<file path="config.mk">
export PLATFORM = sky130hd
export DESIGN_NAME = ibus_uncached_responder_flat
export DESIGN_NICKNAME = d
export VERILOG_FILES = /design/src/rtl/ibus_uncached_responder_pkg.sv /design/src/rtl/ibus_uncached_responder_if.sv /design/src/rtl/ibus_uncached_responder.sv /design/src/flat_wrapper.sv
export SDC_FILE = /design/constraint.sdc
export NUM_CORES = 1
export LEC_CHECK = 0
export CAP_MARGIN = 20
export CORE_UTILIZATION = 38
export DETAILED_ROUTE_END_ITERATION = 7
export PLACE_DENSITY = 0.82
export SLEW_MARGIN = 20
export SYNTH_ARGS = -nofsm -noshare
export SYNTH_HDL_FRONTEND = slang
export SYNTH_SLANG_ARGS = --single-unit
</file>
<file path="constraint.sdc">
create_clock -name clk -period 2.05 [get_ports clk]
set_input_delay 0.41 -clock clk [delete_from_list [all_inputs] [get_ports clk]]
set_output_delay 0.41 -clock clk [all_outputs]
set_load 0.01 [all_outputs]
</file>
<file path="src/rtl/ibus_uncached_responder_pkg.sv">
// Shared cache/bus definitions for the instruction-side memory path.
// Holds the fetch FSM state type, the word-align constant and the bus width defaults.
package ibus_uncached_responder_pkg;

    localparam int unsigned ADDR_W_DEFAULT  = 32;
    localparam int unsigned DATA_W_DEFAULT  = 32;
    localparam int unsigned WORD_ALIGN_BITS = 2;

    typedef enum logic [1:0] {
        IDLE = 2'd0,
        REQ  = 2'd1,
        WAIT = 2'd2,
        RESP = 2'd3
    } ibus_state_t;

endpackage

</file>
<file path="src/rtl/ibus_uncached_responder_if.sv">
// CPU-side fetch port and memory-side read handshake of the instruction bus.
// The slave modport is the responder's view; master is the surrounding IF stage + memory.
interface ibus_uncached_responder_if #(
    parameter int unsigned ADDR_W = ibus_uncached_responder_pkg::ADDR_W_DEFAULT,
    parameter int unsigned DATA_W = ibus_uncached_responder_pkg::DATA_W_DEFAULT
) ();

    logic              cpu_req;
    logic [ADDR_W-1:0] cpu_addr;
    logic              cpu_cancel;
    logic              cpu_addr_ok;
    logic              cpu_data_ok;
    logic [DATA_W-1:0] cpu_rdata;
    logic              cpu_busy;

    logic              mem_req;
    logic [ADDR_W-1:0] mem_addr;
    logic              mem_addr_ok;
    logic              mem_data_ok;
    logic [DATA_W-1:0] mem_rdata;

    modport slave (
        input  cpu_req, cpu_addr, cpu_cancel,
        output cpu_addr_ok, cpu_data_ok, cpu_rdata, cpu_busy,
        output mem_req, mem_addr,
        input  mem_addr_ok, mem_data_ok, mem_rdata
    );

    modport master (
        output cpu_req, cpu_addr, cpu_cancel,
        input  cpu_addr_ok, cpu_data_ok, cpu_rdata, cpu_busy,
        input  mem_req, mem_addr,
        output mem_addr_ok, mem_data_ok, mem_rdata
    );

endinterface

</file>
<file path="src/rtl/ibus_uncached_responder.sv">
// Uncached instruction-fetch responder: one outstanding single-beat read at a time,
// with IF flushes turning an in-flight fetch into a silently drained memory read.
module ibus_uncached_responder
    import ibus_uncached_responder_pkg::*;
#(
    parameter int unsigned ADDR_W = ADDR_W_DEFAULT,
    parameter int unsigned DATA_W = DATA_W_DEFAULT
) (
    input  logic                      clk,
    input  logic                      rst,
    ibus_uncached_responder_if.slave  bus
);

    localparam logic [ADDR_W-1:0] ALIGN_MASK = ~ADDR_W'((1 << WORD_ALIGN_BITS) - 1);

    ibus_state_t       state_q, state_d;
    logic              drop_q, drop_d;
    logic [ADDR_W-1:0] addr_q;
    logic [DATA_W-1:0] rdata_q;
    logic              accept;
    logic              complete;
    logic              capture;

    assign accept = ~rst & (state_q == IDLE) & bus.cpu_req & ~bus.cpu_cancel;

    // A combined addr_ok+data_ok in REQ finishes the read exactly like WAIT would.
    assign complete = ((state_q == REQ) & bus.mem_addr_ok & bus.mem_data_ok)
                    | ((state_q == WAIT) & bus.mem_data_ok);

    always_comb begin
        // NOTE: every signal gets a default before the case so no path leaves it unassigned (no latch).
        state_d = state_q;
        drop_d  = drop_q;
        capture = 1'b0;

        case (state_q)
            IDLE: if (accept) state_d = REQ;
            REQ: begin
                drop_d = drop_q | bus.cpu_cancel;
                if (bus.mem_addr_ok) state_d = WAIT;
            end
            WAIT:    drop_d  = drop_q | bus.cpu_cancel;
            RESP:    state_d = IDLE;
            default: state_d = IDLE;
        endcase

        if (complete) begin
            capture = ~drop_d;
            state_d = drop_d ? IDLE : RESP;
        end

        if (state_d == IDLE) drop_d = 1'b0;
    end

    always_ff @(posedge clk) begin
        // NOTE: state uses non-blocking assignments; the data register is reset too so cpu_rdata is defined.
        if (rst) begin
            state_q <= IDLE;
            drop_q  <= 1'b0;
            addr_q  <= '0;
            rdata_q <= '0;
        end else begin
            state_q <= state_d;
            drop_q  <= drop_d;
            if (accept)  addr_q  <= bus.cpu_addr & ALIGN_MASK;
            if (capture) rdata_q <= bus.mem_rdata;
        end
    end

    assign bus.cpu_addr_ok = accept;
    assign bus.cpu_data_ok = (state_q == RESP);
    assign bus.cpu_rdata   = rdata_q;
    assign bus.cpu_busy    = (state_q != IDLE);
    assign bus.mem_req     = (state_q == REQ);
    assign bus.mem_addr    = addr_q;

endmodule

</file>
<file path="src/flat_wrapper.sv">
// flat-port wrapper written by rule: the top's interface ports become plain ports
module ibus_uncached_responder_flat import ibus_uncached_responder_pkg::*;
#(
    parameter int unsigned ADDR_W = ADDR_W_DEFAULT,
    parameter int unsigned DATA_W = DATA_W_DEFAULT
)
  (clk, rst, bus_cpu_req, bus_cpu_addr, bus_cpu_cancel, bus_cpu_addr_ok, bus_cpu_data_ok, bus_cpu_rdata, bus_cpu_busy, bus_mem_req, bus_mem_addr, bus_mem_addr_ok, bus_mem_data_ok, bus_mem_rdata);
  ibus_uncached_responder_if #(.ADDR_W(ADDR_W), .DATA_W(DATA_W)) bus_i ();
  input  logic clk;
  input  logic rst;
  input wire logic [$bits(bus_i.cpu_req)-1:0] bus_cpu_req;
  input wire logic [$bits(bus_i.cpu_addr)-1:0] bus_cpu_addr;
  input wire logic [$bits(bus_i.cpu_cancel)-1:0] bus_cpu_cancel;
  output wire logic [$bits(bus_i.cpu_addr_ok)-1:0] bus_cpu_addr_ok;
  output wire logic [$bits(bus_i.cpu_data_ok)-1:0] bus_cpu_data_ok;
  output wire logic [$bits(bus_i.cpu_rdata)-1:0] bus_cpu_rdata;
  output wire logic [$bits(bus_i.cpu_busy)-1:0] bus_cpu_busy;
  output wire logic [$bits(bus_i.mem_req)-1:0] bus_mem_req;
  output wire logic [$bits(bus_i.mem_addr)-1:0] bus_mem_addr;
  input wire logic [$bits(bus_i.mem_addr_ok)-1:0] bus_mem_addr_ok;
  input wire logic [$bits(bus_i.mem_data_ok)-1:0] bus_mem_data_ok;
  input wire logic [$bits(bus_i.mem_rdata)-1:0] bus_mem_rdata;
  assign bus_i.cpu_req = bus_cpu_req;
  assign bus_i.cpu_addr = bus_cpu_addr;
  assign bus_i.cpu_cancel = bus_cpu_cancel;
  assign bus_cpu_addr_ok = bus_i.cpu_addr_ok;
  assign bus_cpu_data_ok = bus_i.cpu_data_ok;
  assign bus_cpu_rdata = bus_i.cpu_rdata;
  assign bus_cpu_busy = bus_i.cpu_busy;
  assign bus_mem_req = bus_i.mem_req;
  assign bus_mem_addr = bus_i.mem_addr;
  assign bus_i.mem_addr_ok = bus_mem_addr_ok;
  assign bus_i.mem_data_ok = bus_mem_data_ok;
  assign bus_i.mem_rdata = bus_mem_rdata;
  ibus_uncached_responder #(.ADDR_W(ADDR_W), .DATA_W(DATA_W)) u_core (.clk(clk), .rst(rst), .bus(bus_i));
endmodule
</file>
==> impl_metrics.py <==
metrics = {
    "place": {
        "io_buffers": 133,
        "hpwlAfterDp_um": 4365,
        "place_ws_ps": -83.82,
        "gp_congestion": 0.7576,
        "dp.cells": 499,
    },
    "clock_tree": {
        "numCtsBuffers": 9,
        "cts_setup_buffers": 0,
        "clock-sinks": 65,
        "ctsHtreeMaxLevel": 3,
        "cts_tree": "yes",
        "clock_path_buffers": 2,
        "postCtsHoldBufs": 0,
        "cts_root_buf": "clkbuf_8",
        "clk_transition_reported_paths_ps": 70,
        "insertion_delay_ps": 330,
    },
    "power_and_ir_drop": {
        "p_sw_share_pct": 29.63,
        "internal_power_w": 0.002678,
        "worst_ir_drop_vdd_uv": 558.2,
        "pwr-share-seq_pct": 40.6,
        "p_comb_share_pct": 31.6,
        "netSwitchingPower_w": 0.001128,
        "leakagePower_nw": 1.445,
        "power_density_nw_per_um2": 934.3,
        "p_clk_share_pct": 27.9,
    },
    "critical_path": {
        "critical_path.top_delay_family": "buffers and inverters",
        "required_ps": 1640,
        "path_max_fanout": 6,
        "slowest_delay_ps": 560,
        "path_buf_inv": 2,
        "path_class": "register to primary output",
        "timing.rr.start": "u_core.state_q[0]",
        "cp-end-kind": "primary output",
        "start_kind": "register",
        "path_cells": "inv_1 -> ha_2 -> clkdlybuf4s50_1",
        "crit_start": "u_core.state_q[1]",
        "critPathArrivalTime_ps": 1580,
        "slowest_stage": "clkdlybuf4s50_1",
    },
    "detailed_routing": {
        "top_layer_used": "met4",
        "vias": 2424,
        "post-route-drc-count": 0,
        "dr.pass1.iters": 4,
        "vias_per_cell": 4.707,
        "wl_per_cell_um": 12.12,
        "wl_met1_um": 2572,
        "wl_um": 6242,
        "drtAntennaViolNets": 0,
        "wl_met3_um": 615,
        "initialDrtViolationCount": 70,
        "wl_met2_um": 2932,
    },
    "logic_synthesis": {
        "synth.cell_area_sq_um": 2515,
        "syn_area_per_cell_sq_um": 8.246,
        "synth_edf_count": 0,
        "synth_warnings": 0,
        "yosys.area.top_type": "dfxtp_1",
        "ys.flop_type": "dfxtp_1",
        "synth.area.top_cells": "dfxtp_1, nand2_1, nand2b_1, a21oi_1, o21ai_0",
        "seq_area_frac_synth_pct": 51.74,
        "synth_top_area_share_pct": 51.74,
        "async_flop_share_pct": 0,
        "syn-instance-count": 305,
        "ys_top_cells_by_count": "nand2_1, dfxtp_1, a21oi_1, o21ai_0, nand2b_1",
        "synth_seq_cells": 65,
        "ys_types": 24,
        "synth.most_common_cell": "nand2_1",
    },
    "cells_and_area": {
        "layout.nets": 508,
        "multi_input_area_sq_um": 1072,
        "syn_to_final_growth_pct": 61.99,
        "seqCellArea_sq_um": 1304,
        "drive_above_1_share_pct": 6.164,
        "fillers": 545,
        "finish.utilization_pct": 63.79,
        "diodes": 0,
        "layout.cells.non_filler": 515,
    },
    "floorplan": {
        "dieArea_sq_um": 6947,
        "io_pins": 138,
        "core_area_sq_um": 6386,
        "die_x_um": 83.35,
        "die-height_um": 83.35,
        "std_cell_rows": 29,
        "initial_utilization_pct": 39.38,
    },
    "timing": {
        "slew_violations": 0,
        "fin_ws_ps": 62.53,
        "final-setup-viol-count": 0,
        "tightest_slew_ps": 583.1,
        "rsz0062_at_grt": "yes",
        "timing.hold.ws_ps": 451.2,
        "hold_viol": 0,
        "tns_ps": 0,
        "period_share_pct": 96.95,
        "min_period_ps": 1987,
        "clock_skew_ps": 6.458,
        "max_freq_ghz": 0.5032,
        "slew_headroom_pct": 61.13,
    },
    "grt": {
        "grt_overflow_total": 0,
        "grt_pass1_vias": 2412,
        "antenna_found_initial": 0,
        "grt_pass1_wl_um": 10370,
        "grt_max_degree": 66,
        "grt_usage_pct": 18.49,
    },
    "min_path": {
        "hold_path_class": "register to register",
        "min_from": "u_core.bus.cpu_rdata[31]",
    },
    "outcome": {
        "outcome": "finished clean",
    },
    "run": {
        "cap_viol_max_count": 0,
    },
}
==> area by class of cell <==
type                    instances  share of cell area (%)
clock buffers                  11                   3.471
clock inverters                 5                   1.351
inverters                       3                  0.2764
multi-input cells             215                   26.32
flip-flops and latches         65                   32.00
well taps                      77                   2.365
repair buffers                139                   34.21
==> flip-flops by register name, summed over array words and instances, names as in the netlist <==
register / flops
u_core.bus.cpu_rdata: 32
u_core.bus.mem_addr: 30
u_core.state_q: 2
u_core.drop_q: 1
==> per-stage QoR <==
step	power, W	cell area (sq um)
3_5_place_dp	0.002792	3875
5_1_grt	0.004044	4074
4_1_cts	0.003862	4073
2_1_floorplan	0.002178	2519
6_report	0.003806	4074
3_3_place_gp	0.002760	3875
==> tightest hold or removal path, cell delays in order, from the launching register on <==
cell and delay (ps):
dfxtp_1 310, nand2_1 50, a21oi_1 50
==> layer usage <==
layer | up-vias | track usage [%]
met5 | - | 0
met3 | 11 | 6.958
met4 | 0 | 8.464
met1 | 1064 | 20.09
met2 | 109 | 31.82
li1 | 1240 | -
==> what timing repair did <==
| action | CTS | global route |
|---|---|---|
| endpoints found under the hold margin | 0 | 0 |
| setup endpoints to repair | 3 | 2 |
| resized for setup | 4 | 1 |
==> worst paths after layout <==
check	to	slack [ps]	cells after the start
setup / recovery	bus_mem_req	60	3
setup reg to reg	u_core.bus.mem_addr[31]	280	6
hold reg to reg	u_core.bus.cpu_rdata[31]	450	2
hold / removal	u_core.bus.cpu_rdata[31]	450	2
==> power by group through the flow <==
stage	clock network, W	registers, W	logic [W]
final	0.00106	0.00154	0.00120
after global routing	0.00115	0.00157	0.00133
after CTS	0.00110	0.00154	0.00122
after detailed placement	0	0.00157	0.00122
after global placement	0	0.00156	0.00120
after floorplan	0	0.00164	0.000539
==> cells by family (layout without fill, tap and decap cells) <==
kind of cell | Yosys count | count (layout) | share of synthesized area (%)
adder cells (fa/ha/maj) | 5 | 5 | 2.488
flip-flops | 65 | 65 | 51.74
buffers and inverters | 26 | 158 | 5.871
other | 1 | 2 | 0.1491
AND/OR/NAND/NOR | 136 | 136 | 24.63
AO/OA/AOI/OAI | 72 | 72 | 15.12
==> placed cells by master (no fill, tap or decap) <==
cell type and n:
clkbuf_1 1, dfxtp_1 63, buf_4 4, buf_2 1, nand3_1 1, clkdlybuf4s50_1 130, and4bb_2 1, ha_1 4
inv_1 3, dfxtp_2 2, and3_1 1, clkinv_2 2, nand2_1 95, nand2b_1 32, o21ai_0 33, nor2_1 2
a21o_1 1, a221o_1 2, dlygate4sd2_1 2, a21oi_1 34, nand3b_1 1, nand4bb_1 1, and2_1 1, conb_1 2
o311ai_0 1, buf_12 2, clkbuf_8 10, bufinv_16 1, ha_2 1, clkinvlp_4 2, a21oi_2 1, nor2b_1 1
Note: power is estimated with default switching activity, not from simulation.
